**config.mk**
```make
export PLATFORM = sky130hd
export DESIGN_NAME = stopwatch_ctrl
export DESIGN_NICKNAME = d
export VERILOG_FILES = /design/src/rtl/stopwatch_pkg.sv /design/src/rtl/stopwatch_ctrl_bcd_to_sseg.sv /design/src/rtl/stopwatch_ctrl.sv
export SDC_FILE = /design/constraint.sdc
export NUM_CORES = 1
export LEC_CHECK = 0
export ABC_AREA = 0
export ABC_CLOCK_PERIOD_IN_PS = 4750
export CAP_MARGIN = 40
export CORE_MARGIN = 2
export CORE_UTILIZATION = 25
export DETAILED_ROUTE_END_ITERATION = 10
export SYNTH_ARGS = -nofsm -noshare
export SYNTH_HDL_FRONTEND = slang
export SYNTH_HIERARCHICAL = 1
export SYNTH_SLANG_ARGS = --single-unit
```
**constraint.sdc**
```tcl
create_clock -name clk -period 4.75 [get_ports clk]
set_clock_uncertainty 0.15 [all_clocks]
set_input_delay 0.475 -clock clk [delete_from_list [all_inputs] [get_ports clk]]
set_output_delay 0.475 -clock clk [all_outputs]
set_load 0.005 [all_outputs]
```
**src/rtl/stopwatch_pkg.sv**
```systemverilog
// Shared types and constants for the stopwatch engine.
//   sw_state_e  : control FSM states
//   SSEG_TABLE  : active-low {g,f,e,d,c,b,a} patterns for digits 0-9
//   sseg_decode : BCD nibble to segment pattern, non-BCD codes blank
package stopwatch_pkg;

    typedef enum logic [1:0] {
        ST_IDLE   = 2'd0,
        ST_RUN    = 2'd1,
        ST_PAUSED = 2'd2
    } sw_state_e;

    localparam int unsigned SSEG_W = 7;

    localparam logic [SSEG_W-1:0] SSEG_BLANK = 7'b1111111;

    // Entry [d] is the pattern for digit d.
    localparam logic [9:0][SSEG_W-1:0] SSEG_TABLE = {
        7'b0010000,  // 9
        7'b0000000,  // 8
        7'b1111000,  // 7
        7'b0000010,  // 6
        7'b0010010,  // 5
        7'b0011001,  // 4
        7'b0110000,  // 3
        7'b0100100,  // 2
        7'b1111001,  // 1
        7'b1000000   // 0
    };

    function automatic logic [SSEG_W-1:0] sseg_decode(input logic [3:0] bcd);
        logic [SSEG_W-1:0] seg;
        if (bcd > 4'd9) begin
            seg = SSEG_BLANK;
        end else begin
            seg = SSEG_TABLE[bcd];
        end
        return seg;
    endfunction

endpackage

```
**src/rtl/stopwatch_ctrl_bcd_to_sseg.sv**
```systemverilog
// Combinational BCD to 7-segment decoder.
//   bcd_i  : 4-bit BCD digit
//   sseg_o : active-low segments {g,f,e,d,c,b,a}; codes 10-15 blank
module bcd_to_sseg
    import stopwatch_pkg::*;
(
    input  logic [3:0]        bcd_i,
    output logic [SSEG_W-1:0] sseg_o
);

    always_comb begin
        sseg_o = sseg_decode(bcd_i);
    end

endmodule

```
**src/rtl/stopwatch_ctrl.sv**
```systemverilog
// Stopwatch engine: run/pause/clear/lap control, N-digit BCD elapsed-time
// counter and multiplexed 7-segment scan driver.
//   clk, rst_n     : clock, async active-low reset
//   i_start_stop   : pulse, toggles run/pause
//   i_clear        : pulse, zeroes the stopwatch when not running
//   i_lap          : pulse, toggles lap freeze while running
//   o_bcd          : displayed value, packed BCD, digit 0 in [3:0]
//   o_running      : high in RUN
//   o_lap_active   : display frozen on lap value
//   o_overflow     : sticky, count passed all-nines
//   o_sseg         : active-low segments {g..a} of the scanned digit
//   o_seg_an       : active-low one-hot digit enable
//   o_dp           : active-low decimal point
module stopwatch_ctrl
    import stopwatch_pkg::*;
#(
    parameter int unsigned TICK_DIV   = 500000,
    parameter int unsigned NUM_DIGITS = 4,
    parameter int unsigned SCAN_DIV   = 50000,
    parameter int unsigned DP_POS     = 2,
    parameter int unsigned SATURATE   = 0
) (
    input  logic                    clk,
    input  logic                    rst_n,
    input  logic                    i_start_stop,
    input  logic                    i_clear,
    input  logic                    i_lap,
    output logic [4*NUM_DIGITS-1:0] o_bcd,
    output logic                    o_running,
    output logic                    o_lap_active,
    output logic                    o_overflow,
    output logic [SSEG_W-1:0]       o_sseg,
    output logic [NUM_DIGITS-1:0]   o_seg_an,
    output logic                    o_dp
);

    localparam int unsigned BCD_W  = 4 * NUM_DIGITS;
    localparam int unsigned TICK_W = $clog2(TICK_DIV);
    localparam int unsigned SCAN_W = (SCAN_DIV > 1) ? $clog2(SCAN_DIV) : 1;
    localparam int unsigned IDX_W  = (NUM_DIGITS > 1) ? $clog2(NUM_DIGITS) : 1;
    localparam logic        DP_RST = (DP_POS == 0) ? 1'b0 : 1'b1;

    sw_state_e             state_q, state_d;
    logic [BCD_W-1:0]      count_q, count_d;
    logic [BCD_W-1:0]      lap_q, lap_d;
    logic                  lap_active_q, lap_active_d;
    logic                  overflow_q, overflow_d;
    logic                  running_q, running_d;
    logic [TICK_W-1:0]     tick_q, tick_d;
    logic [SCAN_W-1:0]     scan_cnt_q, scan_cnt_d;
    logic [IDX_W-1:0]      scan_idx_q, scan_idx_d;
    logic [BCD_W-1:0]      bcd_q, bcd_d;
    logic [SSEG_W-1:0]     sseg_q, sseg_d;
    logic [NUM_DIGITS-1:0] seg_an_q, seg_an_d;
    logic                  dp_q, dp_d;

    logic [BCD_W-1:0]      count_inc;
    logic                  carry;
    logic                  all_nines;
    logic                  tick_fire;
    logic                  clear_req;
    logic [3:0]            scan_digit;

    // Decimal increment with ripple carry; carry out means count was all-nines.
    always_comb begin
        carry     = 1'b1;
        count_inc = count_q;
        for (int i = 0; i < NUM_DIGITS; i++) begin
            if (carry) begin
                if (count_q[4*i +: 4] == 4'd9) begin
                    count_inc[4*i +: 4] = 4'd0;
                end else begin
                    count_inc[4*i +: 4] = count_q[4*i +: 4] + 4'd1;
                    carry               = 1'b0;
                end
            end
        end
        all_nines = carry;
    end

    // Control FSM, tick prescaler, count and lap register.
    always_comb begin
        state_d      = state_q;
        count_d      = count_q;
        lap_d        = lap_q;
        lap_active_d = lap_active_q;
        overflow_d   = overflow_q;
        tick_d       = tick_q;

        tick_fire = (state_q == ST_RUN) && (tick_q == TICK_W'(TICK_DIV - 1));
        clear_req = i_clear && (state_q != ST_RUN);

        unique case (state_q)
            ST_IDLE: begin
                if (i_start_stop) begin
                    state_d = ST_RUN;
                end
            end
            ST_RUN: begin
                tick_d = tick_fire ? '0 : tick_q + TICK_W'(1);
                // A pause pulse swallows a coincident lap pulse.
                if (i_start_stop) begin
                    state_d = ST_PAUSED;
                end else if (i_lap) begin
                    if (lap_active_q) begin
                        lap_active_d = 1'b0;
                    end else begin
                        lap_d        = count_q;
                        lap_active_d = 1'b1;
                    end
                end
                if (tick_fire) begin
                    if (all_nines) begin
                        overflow_d = 1'b1;
                        if (SATURATE != 0) begin
                            state_d = ST_PAUSED;
                        end else begin
                            count_d = count_inc;
                        end
                    end else begin
                        count_d = count_inc;
                    end
                end
            end
            ST_PAUSED: begin
                if (i_clear) begin
                    state_d = ST_IDLE;
                end else if (i_start_stop) begin
                    state_d = ST_RUN;
                end
            end
            default: begin
                state_d = ST_IDLE;
            end
        endcase

        if (clear_req) begin
            count_d      = '0;
            tick_d       = '0;
            lap_d        = '0;
            lap_active_d = 1'b0;
            overflow_d   = 1'b0;
        end

        running_d = (state_d == ST_RUN);
        bcd_d     = lap_active_q ? lap_q : count_q;
    end

    // Digit scan; segments/anode/dp are computed from next-state values so the
    // registered trio always describes o_bcd at the current o_seg_an digit.
    always_comb begin
        scan_idx_d = scan_idx_q;
        if (scan_cnt_q == SCAN_W'(SCAN_DIV - 1)) begin
            scan_cnt_d = '0;
            if (scan_idx_q == IDX_W'(NUM_DIGITS - 1)) begin
                scan_idx_d = '0;
            end else begin
                scan_idx_d = scan_idx_q + IDX_W'(1);
            end
        end else begin
            scan_cnt_d = scan_cnt_q + SCAN_W'(1);
        end

        scan_digit = '0;
        for (int i = 0; i < NUM_DIGITS; i++) begin
            if (scan_idx_d == IDX_W'(i)) begin
                scan_digit = bcd_d[4*i +: 4];
            end
        end

        seg_an_d = ~(NUM_DIGITS'(1) << scan_idx_d);
        dp_d     = (32'(scan_idx_d) == DP_POS) ? 1'b0 : 1'b1;
    end

    bcd_to_sseg u_bcd_to_sseg (
        .bcd_i  (scan_digit),
        .sseg_o (sseg_d)
    );

    always_ff @(posedge clk or negedge rst_n) begin
        if (!rst_n) begin
            state_q      <= ST_IDLE;
            count_q      <= '0;
            lap_q        <= '0;
            lap_active_q <= 1'b0;
            overflow_q   <= 1'b0;
            running_q    <= 1'b0;
            tick_q       <= '0;
            scan_cnt_q   <= '0;
            scan_idx_q   <= '0;
            bcd_q        <= '0;
            sseg_q       <= SSEG_TABLE[0];
            seg_an_q     <= ~NUM_DIGITS'(1);
            dp_q         <= DP_RST;
        end else begin
            state_q      <= state_d;
            count_q      <= count_d;
            lap_q        <= lap_d;
            lap_active_q <= lap_active_d;
            overflow_q   <= overflow_d;
            running_q    <= running_d;
            tick_q       <= tick_d;
            scan_cnt_q   <= scan_cnt_d;
            scan_idx_q   <= scan_idx_d;
            bcd_q        <= bcd_d;
            sseg_q       <= sseg_d;
            seg_an_q     <= seg_an_d;
            dp_q         <= dp_d;
        end
    end

    assign o_bcd        = bcd_q;
    assign o_running    = running_q;
    assign o_lap_active = lap_active_q;
    assign o_overflow   = overflow_q;
    assign o_sseg       = sseg_q;
    assign o_seg_an     = seg_an_q;
    assign o_dp         = dp_q;

endmodule

```
## After elaboration in Yosys (flattened, before gate mapping)

Memory sizes are Yosys's and may differ from the RTL's.
Index checks and enable logic that the tools add are counted.
Widths: inputs -> output; s select.

- Register bits: 102
- ROM bits: 112
- Memories kept: 1

Memory list:

| memory | depth | bits a word | read ports | clocked after memory_dff | write ports | line | RTL |
|---|---|---|---|---|---|---|---|
| (no name shown) | 16 | 7 | 1 | 0 | 0 | stopwatch_pkg.sv:36 | `seg = SSEG_TABLE[bcd];` |

- $add $sub $neg: 7
- Magnitude comparators: 2
- Equality and inequality tests: 15
- Shift-type cells: 1
- Multiplexer cells: 48
- Bitwise operators: 1
- Reductions and logical operators: 17

Operator list:

| kind | count |
|---|---|
| $mux 16 | 9 |
| $mux 19 | 3 |
| $mux 4 | 11 |
| $add 19x1->19 const B | 1 |
| $eq 19x19->1 const B | 1 |
| $mux 1 | 17 |
| $add 16x1->16 const B | 1 |
| $add 4x1->4 const B | 4 |
| $eq 16x16->1 const B | 1 |
| $eq 4x4->1 const B | 4 |
| $reduce_and 3->1 | 5 |
| $mux 7 | 2 |
| $reduce_bool 2->1 | 7 |
| $mux 2 | 5 |
| $eq 2x2->1 const B | 4 |
| $eq 2x1->1 const B | 3 |
| $pmux 2 s3 | 1 |
| $lt 4x5->1 const B | 1 |
| $gt 4x4->1 const B | 1 |
| $logic_not 2->1 | 2 |
| $ne 2x1->1 const B | 2 |
| $not 4->4 | 1 |
| $shl 1x2->4 const A | 1 |
| $add 2x1->2 const B | 1 |
| 2 further kinds | 3 |

## Depth between registers and ports, before layout

Gate-level depths: netlist (run 1).

- Depth after elaboration: 11
- Mapped depth: 12

## Cells and area by module

Netlist (run 1), hierarchy kept.

By module, submodules not included:

| module | instances | cells each | area each (um^2) | sequential area each (um^2) |
|---|---|---|---|---|
| stopwatch_ctrl | 1 | 415 | 4670.7 | 2532.4 |
| bcd_to_sseg | 1 | 30 | 206.4 | 0.0 |

## Worst setup path before layout (run 1)

Ideal clock, no wire load.

- Path type: flip-flop to flip-flop
- Start: register scan_cnt_q[4]
- End: register sseg_q[3] (netlist: o_sseg[3])
- Arrival: 2806 ps
- Required time: 4524 ps
- Setup slack: 1718 ps
- Cell stages (with the launch flop): 11
- Path buffers: 1
- Period minus slack after synthesis: 3032 ps
- Cell sequence: dfrtp_1 -> or4b_4 -> nor4_4 -> buf_6 -> mux2i_2 -> mux2i_1 -> inv_1 -> ha_1 -> o21bai_1 -> a22oi_2 -> o21ai_1

- Cells in the longest elaborated chain, start to end: 10

RTL lines:

| item | line | RTL |
|---|---|---|
| start, declared | stopwatch_ctrl.sv:50 | `logic [SCAN_W-1:0] scan_cnt_q, scan_cnt_d;` |
| start signal, assigned | stopwatch_ctrl.sv:203 | `scan_cnt_q <= scan_cnt_d;` |
| $eq 16x16->1 * | stopwatch_ctrl.sv:153 | `if (scan_cnt_q == SCAN_W'(SCAN_DIV - 1)) begin` |
| $mux 2 * | stopwatch_ctrl.sv:153 |  |
| $logic_not 2->1 | stopwatch_ctrl.sv:166 | `if (scan_idx_d == IDX_W'(i)) begin` |
| $mux 4 (3 in series) | stopwatch_ctrl.sv:166 |  |
| $mux 4 * | stopwatch_ctrl.sv:166 |  |
| via scan_digit[0] | stopwatch_ctrl.sv:62 | `logic [3:0] scan_digit;` |
| $mem_v2 16x7 | n/a |  |
| $mux 7 (implied by the code) | stopwatch_pkg.sv:36 |  |
| $mux 7 * | stopwatch_pkg.sv:33 | `if (bcd > 4'd9) begin` |
| via sseg_d[3] | stopwatch_ctrl.sv:53 | `logic [SSEG_W-1:0] sseg_q, sseg_d;` |
| end signal, assigned | stopwatch_ctrl.sv:192 | `sseg_q <= SSEG_TABLE[0];` |
| end signal, assigned | stopwatch_ctrl.sv:206 | `sseg_q <= sseg_d;` |
| end, declared | stopwatch_ctrl.sv:53 |  |

Mark *: on every way through the listed nets, which the timed path passes. The rest lies on a longest branch. The select of a mux whose other input is x is not followed.
A chain may end at the register's enable or synchronous reset.

## Worst setup path in the final report (run 1)

- Start: register scan_cnt_q[4]
- End: register sseg_q[4] (netlist: o_sseg[4])

Same word-level chain as after synthesis.

==> results of run 1 <==
==> state kept, by name (all words and copies together) (netlist names) <==
register,cells
scan_idx_q,2
scan_cnt_q,16
lap_q,16
o_bcd,16
o_sseg,7
count_q,16
state_q,2
o_seg_an,3
o_running,1
o_overflow,1
o_lap_active,1
o_dp,1
tick_q,19
==> cell usage after synthesis, types with 4 or more instances <==
cell                       instances  area [um2]
sky130_fd_sc_hd__o21ai_0          13       65.06
sky130_fd_sc_hd__nor2_1           41       153.9
sky130_fd_sc_hd__a22o_1           15       131.4
sky130_fd_sc_hd__or3_1             8       50.05
sky130_fd_sc_hd__dfrtp_1          97        2427
sky130_fd_sc_hd__xnor2_1          12       105.1
sky130_fd_sc_hd__nor2b_1           4       25.02
sky130_fd_sc_hd__inv_1            15       56.30
sky130_fd_sc_hd__xor2_1           11       96.34
sky130_fd_sc_hd__clkbuf_1          7       26.28
sky130_fd_sc_hd__nand2_1          39       146.4
sky130_fd_sc_hd__and3_1            5       31.28
sky130_fd_sc_hd__dfstp_2           4       105.1
sky130_fd_sc_hd__nand4_1           9       56.30
sky130_fd_sc_hd__o22ai_1           4       25.02
sky130_fd_sc_hd__ha_1             16       200.2
sky130_fd_sc_hd__nor3_1            4       20.02
sky130_fd_sc_hd__mux2i_1          19       190.2
sky130_fd_sc_hd__a21oi_1          20       100.1
sky130_fd_sc_hd__mux2_2           15       168.9
sky130_fd_sc_hd__nand3_1          23       115.1
==> report_power, final <==
part           total, mW  switching (mW)  internal (mW)
sequential         0.969          0.0587          0.910
combinational      0.299           0.167          0.133
clock              0.704           0.341          0.363
==> worst max-delay path, stage by stage, from the launching register on <==
cell                        delay (ps)
sky130_fd_sc_hd__dfrtp_1           410
sky130_fd_sc_hd__or4b_4            560
sky130_fd_sc_hd__nor4_4            600
sky130_fd_sc_hd__mux2i_2           540
sky130_fd_sc_hd__mux2i_1           400
sky130_fd_sc_hd__inv_1             160
sky130_fd_sc_hd__ha_1              260
sky130_fd_sc_hd__nor2_1            110
sky130_fd_sc_hd__nor2_1             90
sky130_fd_sc_hd__a2bb2oi_1         200
==> per-layer routing <==
| layer | vias to the layer above | track usage (%) |
|---|---|---|
| met5 | - | 0 |
| met4 | 0 | 3.148 |
| met2 | 63 | 16.64 |
| met1 | 1678 | 13.97 |
| li1 | 1657 | - |
| met3 | 10 | 2.866 |
==> path summary, 6_finish.rpt <==
kind / from / to / slack, ps / cells past startpoint
min: rst_n / scan_cnt_q[10] / 70 / 1
max in group asynchronous: rst_n / count_q[12] / 3370 / 2
max: scan_cnt_q[4] / o_sseg[4] / 1190 / 9
min in group clk: lap_q[15] / lap_q[15] / 350 / 1
max reg2reg: scan_cnt_q[4] / o_sseg[4] / 1190 / 9
min reg2reg: lap_q[15] / lap_q[15] / 350 / 1
==> metrics by stage <==
stage / setup slack, ps / instance area, um2 / power (mW)
after CTS: 1168 / 5791 / 2.002
after global routing: 890.2 / 5791 / 2.081
final: 1195 / 5791 / 1.973
after global placement: 1322 / 5494 / 1.277
after floorplan: 1718 / 4877 / 1.163
after detailed placement: 1186 / 5509 / 1.291
==> logic make-up (layout without fill, tap and decap cells) <==
family          Yosys count  count (layout)  share of synthesized area, %
simple gates            165             165                         18.78
flops                   101             101                         51.92
fa+ha+maj                16              16                         4.105
xor+xnor                 23              23                         4.130
buf+inv                  31              73                         3.207
mux                      35              35                         7.645
compound gates           74              74                         10.21
==> final cells by class <==
| type | instances | area, um2 |
|---|---|---|
| well taps | 265 | 331.6 |
| multi-input cells | 313 | 2188 |
| flip-flops and latches | 101 | 2532 |
| clock buffers | 9 | 225.2 |
| repair buffers | 42 | 400.4 |
| inverters | 15 | 56.30 |
| fillers | 1986 | 13480 |
| clock inverters | 7 | 56.30 |
==> impl_results.rst, run 1 <==
.. list-table::
   :header-rows: 1

   * - Metric
     - Value
   * - Run status
     - finished, final reports clean
   * - Portion of the clock cycle consumed by the worst path in the final layout
     - between 70% and 80%
   * - Primary FF master, synth
     - sky130_fd_sc_hd__dfrtp_1
   * - Clock tree from TritonCTS
     - done
   * - Count of final max-slew check failures
     - 0
   * - Count of routing violations after the opening detailed-route iteration
     - approximately 220
   * - Cell Count Post-Placement
     - around 740
   * - Power density cells
     - between 300 and 400 nW/um2
   * - Largest net degree at the start of global routing
     - 67
   * - Clock sinks
     - approximately 100
   * - Port-buffer cells
     - 35
   * - Ratio of routed vias to standard cells
     - ~4.5
   * - Routability Congestion
     - between 0.7 and 0.8
   * - Met2 WL post-DR
     - 4641 um
   * - Row Count
     - just over 50
   * - Sequential-to-total area share from yosys stat
     - ~52%
   * - Slew HR
     - 41.68%
   * - GR Util All Layers
     - a little over a tenth
   * - Share of async-settable or async-resettable flops after synthesis
     - 100.0%
   * - # Max-Cap Violations
     - 0
   * - First-pass GRT wire length
     - between 15000 and 20000 um
   * - Class of the most critical setup path
     - reg -> reg
   * - Hold buffers post-CTS
     - 0
   * - PostCTS Resize Cnt
     - 0
   * - Worst EP arrival
     - around 3700 ps
   * - Number of standard cells in the layout, taps in and fillers out
     - ~750
   * - RSZ-0062 raised after global routing
     - false
   * - Root Driver
     - sky130_fd_sc_hd__clkbuf_16
   * - Fmax
     - 0.2813 GHz
   * - Estimated wirelength of the detail-placed design
     - roughly 7300 um
   * - Commonest non-fill, non-tap cells in the layout
     - sky130_fd_sc_hd__dfrtp_1 (97), sky130_fd_sc_hd__nor2_1 (41), sky130_fd_sc_hd__nand2_1 (39)
   * - Minimum hold slack
     - between 70 and 80 ps
   * - Drc violations
     - 0
   * - Finished Core Util
     - between 30% and 40%
   * - Area of the placeable core
     - just under 20000 um2
   * - Leak Pwr
     - roughly 2.6 nW
   * - Max IR drop VDD
     - between 200 and 250 uV
   * - Final wirelength
     - 10030 um
   * - DR WL/cell
     - around 13 um
   * - Crit path capture type
     - register
   * - Overflow left after global routing
     - 0
   * - Transition time of the tightest slew-check pin
     - between 800 and 900 ps
   * - Seq cells post-synth
     - a little over 100
   * - Count of distinct cell types in the synthesized netlist
     - 64
   * - Cell area after synthesis
     - approximately 5000 um2
   * - Wire length the detailed router placed on met1
     - about 4800 um
   * - Area of the die
     - approximately 21000 um2
   * - Hold Violations, Final
     - 0
   * - Share of cells above drive strength 1
     - 11.70%
   * - Worst Hold Class
     - in -> async
   * - Launching element type of the critical path
     - register
   * - Max layer used
     - met4
   * - Most common cell after layout, fill and taps aside
     - sky130_fd_sc_hd__dfrtp_1
   * - Met3 wire len
     - approximately 450 um
   * - Layout net count
     - roughly 500
   * - Die X-Extent
     - about 140 um
   * - Total negative slack for setup checks
     - 0 ps
   * - Synthesis Warnings
     - 6
   * - Clock latency at the later pin of the worst-skew pair
     - ~350 ps
   * - Number of enable-type register cells in the synthesized netlist
     - 0
   * - Post-CTS setup buffer count
     - 0
   * - Antenna violations before repair
     - 0
   * - N_diodes
     - 0
   * - Vias after detailed routing
     - 3408
   * - Setup violators final
     - 0
   * - Clk buf depth
     - 2
   * - Synthesis-to-layout area growth
     - 18.73%
   * - I/O pin total
     - 36
   * - Initial DRT Pass Iterations
     - 4
   * - # H-tree levels
     - 3
   * - Post-route ant nets
     - 0
   * - Clk slew on worst S/H paths
     - roughly 70 ps
   * - Average cell area after synthesis
     - between 10 and 15 um2
   * - Post-Syn Nets
     - 466
   * - Post-route minimum period
     - ~3600 ps
   * - Number of instances in the synthesized netlist
     - around 450
   * - CTS buffer count
     - 9
   * - Die height
     - between 100 and 150 um
   * - Crit Path Max Fanout
     - 11
   * - CP required
     - just under 5000 ps
   * - Starting utilization of the core area
     - between 20% and 30%
   * - Vias in the first global route
     - approximately 3.4k
No activity file was read; power rests on OpenSTA's default activity.
==> run 2, diff against run 1 <==
- ABC_CLOCK_PERIOD_IN_PS: 4750 -> 2980
- clock period: 4.75 -> 2.98 ns (I/O delays scaled with it)
==> impl_results.rst, run 2 (same netlist as run 1, synthesis figures left out) <==
.. list-table::
   :header-rows: 1

   * - Metric
     - Value
   * - Clock sinks
     - 101 (unchanged)
   * - Power density cells
     - 532.9 nW/um2 (+56%)
   * - Clk buf depth
     - 2 (unchanged)
   * - Crit path capture type
     - register
   * - Largest net degree at the start of global routing
     - 40 (-40%)
   * - Gr busiest metal
     - met2
   * - Worst Hold Class
     - in -> async
   * - Launching element type of the critical path
     - register
   * - Total negative slack for setup checks
     - 0 ps (unchanged)
   * - Vias after detailed routing
     - 3515 (+3.1%)
   * - Vias in the first global route
     - 3438 (+1.1%)
   * - Ratio of routed vias to standard cells
     - 4.547 (+0.34%)
   * - DR WL/cell
     - 13.82 um (+3.6%)
   * - Crit path cell chain
     - or4b_4, nor4_4, buf_4, mux2i_4, buf_4, mux2i_2, buf_4, inv_1, a21oi_1, a21oi_2
   * - Routability Congestion
     - 0.8079 (+2.7%)
   * - Proportion of power drawn by the clock network
     - 37.3% (+1.6 points)
   * - Share of cells above drive strength 1
     - 18.70% (+7.0 points)
   * - Number of flip-flops in the largest register
     - 19 (unchanged)
   * - Leak Pwr
     - 2.641 nW (+3.5%)
   * - Combinational power share
     - 15.3% (about the same)
   * - Worst setup slack for register-to-register paths
     - 30 ps (-1160 ps)
   * - I/O pin total
     - 36 (unchanged)
   * - Crit Path Max Fanout
     - 6 (-5)
   * - Initial DRT Pass Iterations
     - 4 (unchanged)
   * - Worst setup endpoint
     - o_sseg[2]
   * - Die height
     - 143.7 um (unchanged)
   * - Hold Violations, Final
     - 0 (unchanged)
   * - Estimated wirelength of the detail-placed design
     - 7657 um (+5.5%)
   * - Met1 global-route usage
     - 14.62% (+0.65 points)
   * - # H-tree levels
     - 3 (unchanged)
   * - Net switching power
     - 898.3 uW (+59%)
   * - Count of routing violations after the opening detailed-route iteration
     - 206 (-8.0%)
   * - Most common cell after layout, fill and taps aside
     - sky130_fd_sc_hd__dfrtp_1
   * - Count of final max-slew check failures
     - 0 (unchanged)
   * - Critical register-to-register path startpoint
     - scan_cnt_q[7]
   * - Reg with most FFs
     - tick_q
   * - First-pass GRT wire length
     - 17640 um (+2.7%)
   * - Met2 track demand over resource in global routing
     - 17.04% (+0.40 points)
   * - Layout filler cell count
     - 1993 (+0.35%)
   * - Final wirelength
     - 10680 um (+6.5%)
   * - Net switching fraction of the power
     - 27.58% (-1.1 points)
   * - RSZ-0062 raised after global routing
     - true
   * - GR Util All Layers
     - 10.75% (+0.28 points)
   * - Portion of the clock cycle consumed by the worst path in the final layout
     - 98.93% (+24 points)
   * - Commonest non-fill, non-tap cells in the layout
     - sky130_fd_sc_hd__dfrtp_1 (97), sky130_fd_sc_hd__nand2_1 (39), sky130_fd_sc_hd__nor2_1 (39)
   * - Area of the die
     - 20640 um2 (unchanged)
   * - Register share of total power
     - 47.4% (-1.7 points)
   * - N_diodes
     - 0 (unchanged)
   * - Synthesis-to-layout area growth
     - 25.32%
   * - Overflow left after global routing
     - 0 (unchanged)
   * - # Max-Cap Violations
     - 0 (unchanged)
   * - Slew HR
     - 47.17% (+5.5 points)
   * - Antenna violations before repair
     - 0 (unchanged)
   * - Root Driver
     - sky130_fd_sc_hd__clkbuf_16
   * - Worst reg2reg endpoint
     - o_sseg[2]
   * - Class of the most critical setup path
     - reg -> reg
   * - Post-route minimum period
     - 2948 ps (-607.0 ps)
   * - Transition time of the tightest slew-check pin
     - 792.5 ps (-74.31 ps)
   * - Max IR drop VDD
     - 295.2 uV (+34%)
   * - CP required
     - 3060 ps (-1810 ps)
   * - Worst EP arrival
     - 3020 ps (-650 ps)
   * - Run status
     - finished, final reports clean
   * - CTS buffer count
     - 9 (unchanged)
   * - Worst Setup SP
     - scan_cnt_q[7]
   * - Drc violations
     - 0 (unchanged)
   * - Met3 track demand over resource
     - 2.699% (-0.17 points)
   * - Number of standard cells in the layout, taps in and fillers out
     - 773 (+2.8%)
   * - Critical-path top delay cell
     - sky130_fd_sc_hd__or4b_4
   * - Clock latency at the later pin of the worst-skew pair
     - 350 ps (about the same)
   * - Setup violators final
     - 0 (unchanged)
   * - Cell Count Post-Placement
     - 752 (+2.2%)
   * - Fmax
     - 0.3392 GHz (+21%)
   * - Layout net count
     - 524 (+4.2%)
   * - Area of the placeable core
     - 19270 um2 (unchanged)
   * - Largest stage delay on the critical path
     - 540 ps (-60 ps)
   * - Number of cells on the worst reg-to-reg path
     - 10 (+1)
   * - Post-route ant nets
     - 0 (unchanged)
   * - Starting utilization of the core area
     - 25.31% (unchanged)
   * - Clk slew on worst S/H paths
     - 70 ps (about the same)
   * - Die X-Extent
     - 143.7 um (unchanged)
   * - Internal
     - 2.359 mW (+68%)
   * - Clock tree from TritonCTS
     - done
   * - Port-buffer cells
     - 35 (unchanged)
   * - Most numerous cell on the critical path
     - sky130_fd_sc_hd__buf_4
   * - Row Count
     - 51 (unchanged)
==> run 2: changes by cell type in the layout (fill, tap and decap cells not counted), moves of 2 or more <==
cell                       previous run  this run
sky130_fd_sc_hd__buf_4                8        27
sky130_fd_sc_hd__mux2i_1             19        12
sky130_fd_sc_hd__ha_1                16        12
sky130_fd_sc_hd__mux2i_4              0         4
sky130_fd_sc_hd__ha_4                 0         3
sky130_fd_sc_hd__mux2i_2              1         4
sky130_fd_sc_hd__clkinv_2             2         0
sky130_fd_sc_hd__inv_1               15        13
sky130_fd_sc_hd__inv_2                0         2
sky130_fd_sc_hd__inv_6                2         4
sky130_fd_sc_hd__nor2_1              41        39
sky130_fd_sc_hd__nor2_2               1         3
==> run 2: final cells by class <==
cell class / instances / area [um2] / share of cell area (%)
Clock inverter: 6 / 73.82 / 1.208
Clock buffer: 10 / 239.0 / 3.910
Inverter: 15 / 56.30 / 0.9212
Tap cell: 265 / 331.6 / 5.425
Multi-Input combinational cell: 313 / 2315 / 37.87
Sequential cell: 101 / 2532 / 41.43
Timing Repair Buffer: 63 / 564.3 / 9.232
==> run 2: metrics by stage <==
stage | worst slack [ps] | instance area [um2] | hold slack (ps) | util [%] | power (mW)
2_1_floorplan | 20.72 | 4886 | -147.6 | - | 1.854
3_3_place_gp | 15.85 | 5623 | 172.0 | 29.18 | 2.046
3_5_place_dp | -75.56 | 5638 | 169.5 | 29.26 | 2.069
4_1_cts | 13.67 | 5998 | 350.4 | 31.13 | 3.299
5_1_grt | -80.24 | 6112 | 369.4 | 31.72 | 3.438
6_report | 31.92 | 6112 | 335.2 | 31.72 | 3.257
==> run 2: worst min-delay path by stage <==
stage               slack [ps]  cells past startpoint             to
floorplan                 -150                      0     count_q[0]
global placement           170                      1  scan_cnt_q[3]
detailed placement         170                      1  scan_cnt_q[5]
CTS                        350                      2  scan_cnt_q[5]
global route               370                      2  scan_cnt_q[5]
finish                     340                      2  scan_cnt_q[5]
==> run 2: power groups by stage <==
stage	logic (mW)	registers [mW]	clock network (mW)
after global routing	0.561	1.56	1.32
after detailed placement	0.498	1.57	0
final	0.498	1.54	1.21
after global placement	0.478	1.57	0
after floorplan	0.319	1.53	0
after CTS	0.500	1.55	1.25
==> run 2: routing by layer <==
| metal | vias up | share of wire (%) |
|---|---|---|
| met5 | - | 0 |
| met4 | 0 | 0.56 |
| met3 | 4 | 3.8 |
| met2 | 64 | 48 |
| met1 | 1745 | 48 |
| li1 | 1702 | - |
==> run 2: worst max-delay path: cells and delay by family (launching register included) <==
family / cells / cell delay [ps]
and+or+nand+nor: 2 / 780
buffers and inverters: 4 / 640
muxes: 2 / 620
DFF: 1 / 390
AOI/OAI and AO/OA: 2 / 250
==> run 2: repair_timing <==
item,4_1_cts,5_1_grt
buffers inserted,0,4
hold buffers,1,0
pin swaps,1,0
endpoints found under the hold margin,36,0
resized for setup,9,16
endpoints found under the setup margin,7,7
